`config.mk`:
```
export PLATFORM = sky130hd
export DESIGN_NAME = clk_div_ctrl
export DESIGN_NICKNAME = d
export VERILOG_FILES = /design/src/rtl/clk_div_pkg.sv /design/src/rtl/clk_div_core.sv /design/src/rtl/clk_div_ctrl.sv
export SDC_FILE = /design/constraint.sdc
export NUM_CORES = 1
export LEC_CHECK = 0
export BUFFER_PORTS_ARGS = -buffer_cell sky130_fd_sc_hd__buf_4
export CELL_PAD_IN_SITES_DETAIL_PLACEMENT = 1
export CELL_PAD_IN_SITES_GLOBAL_PLACEMENT = 2
export CORE_ASPECT_RATIO = 1.4
export CORE_MARGIN = 3
export CORE_UTILIZATION = 39
export DETAILED_ROUTE_END_ITERATION = 10
export PLACE_DENSITY = 0.94
export SYNTH_ARGS = -nofsm -noshare
export SYNTH_HDL_FRONTEND = slang
export SYNTH_HIERARCHICAL = 1
export SYNTH_SLANG_ARGS = --single-unit
```
`constraint.sdc`:
```
create_clock -name clk -period 10.1 [get_ports clk]
set_clock_uncertainty 0.15 [all_clocks]
set_input_delay 2.02 -clock clk [delete_from_list [all_inputs] [get_ports clk]]
set_output_delay 2.02 -clock clk [all_outputs]
set_load 0.05 [all_outputs]
```
`src/rtl/clk_div_pkg.sv`:
```
// clk_div_pkg: shared types and constants for the clock divider controller.
// Contents: controller state enum, default divide ratio, tick counter width.
package clk_div_pkg;

    typedef enum logic [1:0] {
        IDLE,
        RUN,
        DRAIN
    } state_e;

    localparam int DEFAULT_DIV = 4;
    localparam int TICK_CNT_W  = 16;

endpackage

```
`src/rtl/clk_div_core.sv`:
```
// clk_div_core: phase counter, tick decode and registered divided clock.
// Ports:
//   clk, reset     - system clock, asynchronous active-low reset
//   active         - divider is counting in the current cycle
//   run            - divider will be counting in the next cycle
//   div_r          - ratio in force for the current cycle
//   div_r_nxt      - ratio in force for the next cycle
//   tick           - last cycle of the current period
//   div_clk        - registered divided clock
//   cnt            - current phase count
module clk_div_core #(
    parameter int CNT_W = 8
) (
    input  logic             clk,
    input  logic             reset,
    input  logic             active,
    input  logic             run,
    input  logic [CNT_W-1:0] div_r,
    input  logic [CNT_W-1:0] div_r_nxt,
    output logic             tick,
    output logic             div_clk,
    output logic [CNT_W-1:0] cnt
);

    logic [CNT_W-1:0] cnt_q, cnt_d;
    logic             div_clk_q, div_clk_d;

    assign tick = active && (cnt_q == div_r - 1'b1);

    // div_clk is decoded from the next phase and ratio so the flop output
    // always matches the phase shown on cnt in the same cycle.
    always_comb begin
        cnt_d     = (run && active && !tick) ? cnt_q + 1'b1 : '0;
        div_clk_d = run && (cnt_d < (div_r_nxt >> 1));
    end

    always_ff @(posedge clk or negedge reset) begin
        if (!reset) begin
            cnt_q     <= '0;
            div_clk_q <= 1'b0;
        end else begin
            cnt_q     <= cnt_d;
            div_clk_q <= div_clk_d;
        end
    end

    assign cnt     = cnt_q;
    assign div_clk = div_clk_q;

endmodule

```
`src/rtl/clk_div_ctrl.sv`:
```
// clk_div_ctrl: programmable clock divider with run/drain control and
// handshaked ratio changes applied on period boundaries.
// Ports:
//   clk, reset        - system clock, asynchronous active-low reset
//   en                - run request; low stops at the end of the period
//   div_req, div_val  - ratio change request (held until div_ack) and ratio
//   div_ack, div_err  - request completion pulse, rejection flag
//   tick              - one pulse per divided period
//   div_clk           - registered divided clock
//   cnt               - current phase count
//   busy              - controller not idle
//   tick_count        - running tick count, present only with
//                       CLK_DIV_TICK_CNT_EN defined
module clk_div_ctrl #(
    parameter int CNT_W       = 8,
    parameter int DEFAULT_DIV = clk_div_pkg::DEFAULT_DIV
) (
    input  logic             clk,
    input  logic             reset,
    input  logic             en,
    input  logic             div_req,
    input  logic [CNT_W-1:0] div_val,
    output logic             div_ack,
    output logic             div_err,
    output logic             tick,
    output logic             div_clk,
    output logic [CNT_W-1:0] cnt,
    output logic             busy
`ifdef CLK_DIV_TICK_CNT_EN
    ,
    output logic [clk_div_pkg::TICK_CNT_W-1:0] tick_count
`endif
);

    import clk_div_pkg::*;

    state_e           state_q, state_d;
    logic             pend_q, pend_d;
    logic [CNT_W-1:0] pend_val_q, pend_val_d;
    logic [CNT_W-1:0] div_r_q, div_r_d;
    logic             ack_q, ack_d;
    logic             err_q, err_d;
    logic             req_ok;

    // A request is not sampled while one is pending or while its ack shows.
    assign req_ok = div_req && !pend_q && !ack_q;

    always_comb begin
        state_d    = en ? RUN : ((state_q == IDLE || tick) ? IDLE : DRAIN);
        pend_d     = pend_q;
        pend_val_d = pend_val_q;
        div_r_d    = div_r_q;
        ack_d      = 1'b0;
        err_d      = 1'b0;
        if (req_ok && div_val < CNT_W'(2)) begin
            ack_d = 1'b1;
            err_d = 1'b1;
        end else if (req_ok && state_q == IDLE) begin
            div_r_d = div_val;
            ack_d   = 1'b1;
        end else if (req_ok) begin
            pend_d     = 1'b1;
            pend_val_d = div_val;
        end
        // A latched ratio takes effect on the period boundary.
        if (pend_q && tick) begin
            div_r_d = pend_val_q;
            pend_d  = 1'b0;
            ack_d   = 1'b1;
        end
    end

    always_ff @(posedge clk or negedge reset) begin
        if (!reset) begin
            state_q    <= IDLE;
            pend_q     <= 1'b0;
            pend_val_q <= '0;
            div_r_q    <= CNT_W'(DEFAULT_DIV);
            ack_q      <= 1'b0;
            err_q      <= 1'b0;
        end else begin
            state_q    <= state_d;
            pend_q     <= pend_d;
            pend_val_q <= pend_val_d;
            div_r_q    <= div_r_d;
            ack_q      <= ack_d;
            err_q      <= err_d;
        end
    end

    clk_div_core #(.CNT_W(CNT_W)) u_core (
        .clk      (clk),
        .reset    (reset),
        .active   (state_q != IDLE),
        .run      (state_d != IDLE),
        .div_r    (div_r_q),
        .div_r_nxt(div_r_d),
        .tick     (tick),
        .div_clk  (div_clk),
        .cnt      (cnt)
    );

    assign busy    = state_q != IDLE;
    assign div_ack = ack_q;
    assign div_err = err_q;

`ifdef CLK_DIV_TICK_CNT_EN
    logic [TICK_CNT_W-1:0] tick_cnt_q, tick_cnt_d;

    always_comb begin
        tick_cnt_d = tick ? tick_cnt_q + 1'b1 : tick_cnt_q;
    end

    always_ff @(posedge clk or negedge reset) begin
        if (!reset) tick_cnt_q <= '0;
        else tick_cnt_q <= tick_cnt_d;
    end

    assign tick_count = tick_cnt_q;
`endif

endmodule
```
# Word level (Yosys, flattened, before mapping)
# Cells that the tools add are included.
# Widths: inputs -> output; s select.
dict set report totals {
  inputBits 12
  register_bits 30
  elab_cells 53
  output_inout_bits 13
}
dict set report classes {
  n_eq_ne 3
  bitwise 2
  addsub 2
  n_reduce_logical 21
  n_mux 14
  n_lt_le_gt_ge 2
}
# cell n
set op_table {}
lappend op_table {{$mux 8} 4}
lappend op_table {{$logic_and 1x1->1} 9}
lappend op_table {{$add 8x1->8 const B} 1}
lappend op_table {{$eq 8x8->1} 1}
lappend op_table {{$lt 8x2->1 const B} 1}
lappend op_table {{$lt 8x7->1} 1}
lappend op_table {{$mux 1} 8}
lappend op_table {{$reduce_bool 2->1} 4}
lappend op_table {{$sub 8x1->8 const B} 1}
lappend op_table {{$reduce_and 3->1} 2}
lappend op_table {{$mux 2} 2}
lappend op_table {{$ne 2x1->1 const B} 2}
lappend op_table {{$logic_not 1->1} 3}
lappend op_table {{$logic_not 2->1} 1}
lappend op_table {{$not 1->1} 2}
lappend op_table {{$reduce_and 2->1} 1}
lappend op_table {{$logic_or 1x1->1} 1}

# Depth between registers and ports, before layout
# Gate-level depths: netlist of run 1.
dict set report logic_depth {
  ltp_word 12
  depth_mapped 16
  ltp_nobuf 16
}

# Hierarchy
# Netlist of run 1, hierarchy kept.
# module area_per_inst_um2 cells_each instances seq_area_each_um2
set modules_own_cells {}
lappend modules_own_cells {clk_div_ctrl 894.6 71 1 526.8}
lappend modules_own_cells {clk_div_core 802.0 88 1 225.2}

# Worst setup path before layout of run 1
# Ideal clock, no wire load.
dict set report synth_timing {
  path_kind {flip-flop to flip-flop}
  startpoint {register u_core.cnt_q[2], in the netlist u_core/cnt[2]}
  endpoint {register u_core.div_clk_q, in the netlist u_core/div_clk}
  path_buffers 1
  arrival_time_ns 5.242
  path_stages_with_launch 15
  required_time_ns 9.884
  period_less_slack_ns 5.458
  setup_time_ns 0.066
  slack_ns 4.642
  cell_sequence {dfrtp_1 nand2b_1 o211a_1 o31a_1 nor4_1 nand2_1 clkbuf_1 a21oi_1 inv_1 ha_1 a211oi_1 o21a_1 nor2_1 nor4b_1 o21a_1}
}
dict set report synth_via {
  word_cells_on_any_way 15
  cone_classes {1 x add/sub; 1 x order compare; 1 x eq/ne; 4 x mux; 8 x reduce/logical}
}
# element line_no
set synth_rtl {}
lappend synth_rtl {{start: declaration} clk_div_core.sv:25} ;# logic [CNT_W-1:0] cnt_q, cnt_d;
lappend synth_rtl {{start signal: assignment} clk_div_core.sv:42} ;# cnt_q <= cnt_d;
lappend synth_rtl {{$eq 8x8->1} clk_div_core.sv:28} ;# assign tick = active && (cnt_q == div_r - 1'b1);
lappend synth_rtl {{$logic_and 1x1->1} clk_div_core.sv:28}
lappend synth_rtl {{named net tick} clk_div_ctrl.sv:25} ;# output logic tick,
lappend synth_rtl {{$logic_and 1x1->1} clk_div_ctrl.sv:66} ;# if (pend_q && tick) begin
lappend synth_rtl {{$mux 8} clk_div_ctrl.sv:66}
lappend synth_rtl {{named net div_r_d[4]} clk_div_ctrl.sv:40} ;# logic [CNT_W-1:0] div_r_q, div_r_d;
lappend synth_rtl {{$lt 8x7->1} clk_div_core.sv:34} ;# div_clk_d = run && (cnt_d < (div_r_nxt >> 1));
lappend synth_rtl {{$logic_and 1x1->1} clk_div_core.sv:34}
lappend synth_rtl {{named net u_core.div_clk_d} clk_div_core.sv:26} ;# logic div_clk_q, div_clk_d;
lappend synth_rtl {{end signal: assignment} clk_div_core.sv:43} ;# div_clk_q <= div_clk_d;
lappend synth_rtl {{end: declaration} clk_div_core.sv:26}
# The timed path passes the listed nets, and every way through them passes these cells.
# A chain may end at the register's enable or synchronous reset.

# Worst setup path in the final report of run 1
dict set report layout_timing {
  startpoint {register div_r_q[0]}
  endpoint {output tick}
}
dict set report layout_via {
  elab_chain_cells 3
}
# element line_no
set layout_lines {}
lappend layout_lines {{start: declaration} clk_div_ctrl.sv:40}
lappend layout_lines {{start signal: assignment} clk_div_ctrl.sv:78} ;# div_r_q <= CNT_W'(DEFAULT_DIV);
lappend layout_lines {{start signal: assignment} clk_div_ctrl.sv:85} ;# div_r_q <= div_r_d;
lappend layout_lines {{$sub 8x1->8} clk_div_core.sv:28}
lappend layout_lines {{$eq 8x8->1} clk_div_core.sv:28}
lappend layout_lines {{$logic_and 1x1->1} clk_div_core.sv:28}
lappend layout_lines {{end: declaration} clk_div_ctrl.sv:25}
# No other way between the ends.

==> impl_metrics.json, run 1 <==
{
  "io_buffer_count": 24,
  "cts_setup_buffers": 0,
  "cp.required_ns": 7.93,
  "grt_remaining_overflow": 0,
  "grt_max_degree": 31,
  "grtUsageMet2_pct": 32.3,
  "tightest_slew_ns": 0.612,
  "drive_gt1_share_pct": 26.8,
  "syn-num-nets": 179,
  "layout.cells.non_filler": 233,
  "power_density_nw_per_um2": 244,
  "antenna_cells": 0,
  "ctsHoldBuffers": 0,
  "end_kind": "output pin",
  "die_x_um": 61.7,
  "place_ws_ns": 5.23,
  "antenna_left": 0,
  "drc_errors": 0,
  "min_path_type": "flop to flop",
  "cts_buffer_depth": 2,
  "critPathMaxFanout": 5,
  "ys.warnings.count": 6,
  "cts_made_buffers": 5,
  "initial_core_util_pct": 41.9,
  "reg2reg_slack_ns": 5.75,
  "slew_headroom_pct": 58.8,
  "grt_pass1_wl_um": 7380,
  "netlist_area_um2": 1700,
  "rsz0062_at_grt": "no",
  "dp_cells": 225,
  "p_total_mw": 0.490,
  "crit_type": "flop to output pin",
  "critPathSlowestCell": "nor4_1",
  "drv_slew": 0,
  "cts_tree": "built",
  "via_per_inst": 5.71,
  "postPlaceCellArea_um2": 1930,
  "place_hpwl_um": 3330,
  "cts_root_buf": "clkbuf_8",
  "cap_violations": 0,
  "core_area_um2": 4050,
  "cts_resized": 0,
  "fin_area_um2": 2010,
  "rows": 27,
  "slowest_delay_ns": 0.52,
  "hold_ws_ns": 0.364,
  "ys_types": 39,
  "startpoint_type": "flop",
  "setup_viol": 0,
  "nets": 209,
  "status": "complete, no violations",
  "use_met1_pct": 22.7,
  "fin_util_pct": 49.6,
  "via_count": 1330,
  "dieArea_um2": 5190,
  "period_share_pct": 47.5,
  "worstHoldStart": "pend_val_q[6]$_DFFE_PN0P_",
  "insertion_delay_ns": 0.29,
  "synth_top_area_cell": "dfrtp_1",
  "wire_per_inst_um": 18.7,
  "cp-startpoint": "div_r_q[0]$_DFF_PN0_",
  "grt_antenna_before_repair": 0,
  "synth_area_leaders": "dfrtp_1, ha_1, mux2_2, xor2_1, nor2_1",
  "first_pass_iters": 4,
  "cts.clk_slew.worst_paths_ns": 0.06,
  "routabilityCongestion": 0.824,
  "finalHoldViolations": 0,
  "critical_path_buf_inv_count": 2,
  "syn_to_final_growth_pct": 18.4,
  "grt_usage_pct": 19.3,
  "fp.dieH_um": 84.0,
  "peakVddDrop_uv": 127,
  "routed_wl_um": 4360,
  "ys_ff_latch": 30,
  "htree_levels": 2,
  "yosysTopAreaCellShare_pct": 42.8,
  "fin_ws_ns": 5.30,
  "ios": 25,
  "min_period_ns": 4.80,
  "cp_top_family": "simple AND/OR/NAND/NOR gates",
  "met3_usage_pct": 5.26,
  "fin_tns_setup_ns": 0,
  "clock_sinks": 30,
  "syn_area_per_cell_um2": 10.7,
  "path_cells": "inv_1 > ha_1 > nor3b_1 > and3_1 > o2111ai_1 > nor4_1 > buf_4",
  "cellLeakagePower_nw": 0.956,
  "grt_pass1_vias": 1469,
  "final_cell_mix": "dfrtp_1, buf_4, nor2_1",
  "timing.rr.start": "div_r_q[0]$_DFF_PN0_",
  "busiest_layer": "met2",
  "arrival_ns": 2.63,
  "drt_iter0_drc": 26,
  "synth_cells": 159,
  "ys_seq_area_share_pct": 44.3,
  "max_freq_ghz": 0.208,
  "final_common_cell": "dfrtp_1"
}
## sequential cells by signal (all words and copies together) (netlist names)
register,cells
pend_val_q,8
u_core/cnt,8
div_r_q,8
div_ack,1
pend_q,1
state_q,2
div_err,1
u_core/div_clk,1
## area by class of cell
cell class / instances / area, µm²
Clock buffer: 6 / 72.6
Clock inverter: 2 / 10.0
Multi-Input combinational cell: 116 / 896
Timing Repair Buffer: 24 / 180
Tap cell: 43 / 53.8
Fill cell: 458 / 2040
Inverter: 12 / 45.0
Sequential cell: 30 / 752
## kinds of logic (layout without fill, tap and decap cells)
kind of cell | after synthesis | count (layout) | synth area share, %
flip-flops | 30 | 30 | 44.3
buffers and inverters | 13 | 44 | 2.88
adder cells (fa/ha/maj) | 8 | 8 | 5.90
AO/OA/AOI/OAI | 33 | 33 | 15.6
XOR/XNOR | 15 | 15 | 7.74
multiplexers | 9 | 9 | 5.90
AND/OR/NAND/NOR | 51 | 51 | 17.7
## routing by layer
layer	share of wire, %	wire length, µm
met1	39	1710
met2	56	2450
met3	2.8	123
met4	1.6	70
met5	0	0
## synthesized netlist by cell type, drive strengths merged
| master | n |
|---|---|
| o21ai | 1 |
| a21oi | 11 |
| nand2b | 2 |
| nand3 | 3 |
| nor2b | 1 |
| or3 | 1 |
| o211ai | 1 |
| mux2 | 8 |
| or4 | 2 |
| ha | 8 |
| o41ai | 1 |
| inv | 12 |
| a211oi | 1 |
| a22oi | 7 |
| o21bai | 1 |
| o2111ai | 2 |
| xnor2 | 5 |
| and2 | 2 |
| nor3 | 6 |
| clkbuf | 1 |
| o31a | 2 |
| dfrtp | 29 |
| dfstp | 1 |
| nor4b | 1 |
| nand2 | 3 |
| nor2 | 21 |
| o21a | 4 |
| nand4 | 1 |
| nor3b | 2 |
| mux2i | 1 |
| xor2 | 10 |
| or3b | 1 |
| a31oi | 1 |
| nor4 | 2 |
| o211a | 1 |
| and3 | 3 |
## power by group
group          switching [mW]  internal (mW)  total (mW)
clock network          0.0476         0.0476      0.0952
registers              0.0431          0.160       0.203
logic                   0.108         0.0836       0.191
total                   0.199          0.291       0.490
## worst paths after layout
kind	end	depth (start not counted)
hold reg to reg	pend_val_q[6]$_DFFE_PN0P_	1
hold / removal	pend_val_q[6]$_DFFE_PN0P_	1
min in group asynchronous	pend_val_q[0]$_DFFE_PN0P_	1
max in group asynchronous	div_r_q[2]$_DFF_PN1_	1
setup / recovery	tick	7
setup reg to reg	u_core/div_clk$_DFF_PN0_	15
No activity file was read; power rests on OpenSTA's default activity.
==> run 2: changes to the inputs <==
- CORE_UTILIZATION: 39 -> 36
- PLACE_DENSITY: 0.94 -> 0.89
- clock period: 10.1 -> 4.6 ns (I/O delays scaled with it)
==> run 2 against run 1 <==
Compared with the run above:
- clock power is 140% higher
- critical path depth is 9 higher
- sequential power is 120% higher
- critical path type is now flop to flop
- largest cell class unchanged
- sequential share of layout area is 1.0 points lower
- utilization is 2.4 points lower
- setup slack worse by 4.8 ns
- wire length is 2.7% higher
- final cell count is 7.7% higher
- critical endpoint is now u_core/div_clk$_DFF_PN0_
- register-to-register slack worse by 5.2 ns
- global-route usage is 1.6 points lower
- worst hold slack worse by 0.0017 ns
- die area is 7.6% higher
==> impl_metrics.json, run 2 (synthesized netlist as in run 1, its figures left out) <==
{
  "cts_made_buffers": 5,
  "end_kind": "flop",
  "grt_pass1_vias": 1459,
  "cp.required_ns": 4.67,
  "swShare_pct": 40.3,
  "syn_to_final_growth_pct": 21.8,
  "critPathSlowestCell": "o2111ai_1",
  "finalHoldViolations": 0,
  "io_buffer_count": 24,
  "rows": 28,
  "fillers": 493,
  "layout.cells.non_filler": 251,
  "core_area_um2": 4380,
  "seqPwrFrac_pct": 40.3,
  "critPathMaxFanout": 9,
  "path_cells": "inv_1 > ha_1 > nor3b_1 > a21oi_1 > o2111ai_1 > nor4_4 > o21bai_1 > and2_1 > o41ai_4 > nor2_1 > ha_1 > o21a_1 > o2111ai_1 > nor2_1 > nor4b_1 > o21a_1",
  "htree_levels": 2,
  "cts_resized": 0,
  "cts_buffer_depth": 2,
  "via_per_inst": 5.25,
  "grt_remaining_overflow": 0,
  "routabilityCongestion": 0.795,
  "critical_path_buf_inv_count": 1,
  "status": "complete, no violations",
  "ctsHoldBuffers": 0,
  "fp.dieH_um": 87.2,
  "final_cell_mix": "dfrtp_1, buf_4, nor2_1",
  "crit_type": "flop to flop",
  "insertion_delay_ns": 0.29,
  "slowest_delay_ns": 0.52,
  "drv_slew": 0,
  "antenna_left": 0,
  "wire_per_inst_um": 17.8,
  "clock_sinks": 30,
  "cap_violations": 0,
  "min_path_type": "flop to flop",
  "nets": 210,
  "grt_usage_pct": 17.6,
  "cts_root_buf": "clkbuf_8",
  "cellLeakagePower_nw": 0.968,
  "final_common_cell": "dfrtp_1",
  "dieArea_um2": 5580,
  "startpoint_type": "flop",
  "place_hpwl_um": 3480,
  "cts_tree": "built",
  "arrival_ns": 4.13,
  "antenna_cells": 0,
  "grt_pass1_wl_um": 7490,
  "setup_viol": 0,
  "rsz0062_at_grt": "no",
  "die_x_um": 64.0,
  "power_frac_comb_pct": 39.3,
  "grt_antenna_before_repair": 0,
  "tightest_slew_ns": 0.581,
  "drt_iter0_drc": 43,
  "period_share_pct": 88.3,
  "peakVddDrop_uv": 251,
  "dp_cells": 243,
  "routed_wl_um": 4470,
  "fin_tns_setup_ns": 0,
  "via_count": 1318,
  "first_pass_iters": 4,
  "hold_ws_ns": 0.363,
  "min_period_ns": 4.06,
  "initial_core_util_pct": 38.7,
  "fin_area_um2": 2070,
  "switchingPower_mw": 0.444,
  "grt_max_degree": 31,
  "ios": 25,
  "slew_headroom_pct": 61.0,
  "max_freq_ghz": 0.246,
  "drc_errors": 0,
  "cts.clk_slew.worst_paths_ns": 0.07,
  "power_density_nw_per_um2": 533,
  "postPlaceCellArea_um2": 1970,
  "p_int_mw": 0.657,
  "power.share.clock_pct": 20.4,
  "cts_setup_buffers": 0,
  "drive_gt1_share_pct": 28.3,
  "cp_top_family": "compound AO/OA/AOI/OAI gates"
}
## run 2: changes by cell type in the layout (fill, tap and decap cells not counted)
cell        change
clkinv_2        -1
clkinvlp_4      +1
buf_4           +1
clkbuf_8        +1
nor4_4          +1
clkbuf_1        -1
nor4_1          -1
## run 2: routing by layer
metal | vias to the layer above | part of all wire (%) | global-route usage, %
li1 | 628 | - | -
met1 | 664 | 41 | 20.3
met5 | - | 0 | 0
met4 | 0 | 1.6 | 5.30
met3 | 7 | 2.3 | 3.62
met2 | 19 | 56 | 32.4
## run 2: cell type report
type	instances	area, µm²	area share (%)
multi-input combinational	116	911	44.1
sequential	30	752	36.4
timing repair buffer	25	188	9.09
clock buffer	6	82.6	4.00
tap	60	75.1	3.63
inverter	12	45.0	2.18
clock inverter	2	12.5	0.606
## run 2: worst paths after layout
path	from	end	slack, ns	cells past startpoint
hold reg to reg	pend_val_q[6]$_DFFE_PN0P_	pend_val_q[6]$_DFFE_PN0P_	0.36	1
min in group asynchronous	reset	pend_val_q[3]$_DFFE_PN0P_	0.42	1
setup / recovery	div_r_q[0]$_DFF_PN0_	u_core/div_clk$_DFF_PN0_	0.54	16
hold / removal	pend_val_q[6]$_DFFE_PN0P_	pend_val_q[6]$_DFFE_PN0P_	0.36	1
setup reg to reg	div_r_q[0]$_DFF_PN0_	u_core/div_clk$_DFF_PN0_	0.54	16
max in group asynchronous	reset	div_r_q[2]$_DFF_PN1_	3.56	1
## run 2: power groups by stage
stage / sequential (mW) / combinational, mW / clock, mW
after floorplan: 0.449 / 0.302 / 0
after global placement: 0.445 / 0.410 / 0
after detailed placement: 0.450 / 0.432 / 0
after CTS: 0.446 / 0.436 / 0.231
after global routing: 0.460 / 0.478 / 0.247
final: 0.444 / 0.432 / 0.225
## run 2: stage by stage
step	power [mW]	worst slack [ns]	utilization, %
3_5_place_dp	0.882	0.556	45.0
3_3_place_gp	0.855	0.862	45.0
5_1_grt	1.18	0.0802	47.2
6_report	1.10	0.537	47.2
4_1_cts	1.11	0.512	47.2
2_1_floorplan	0.750	0.371	-
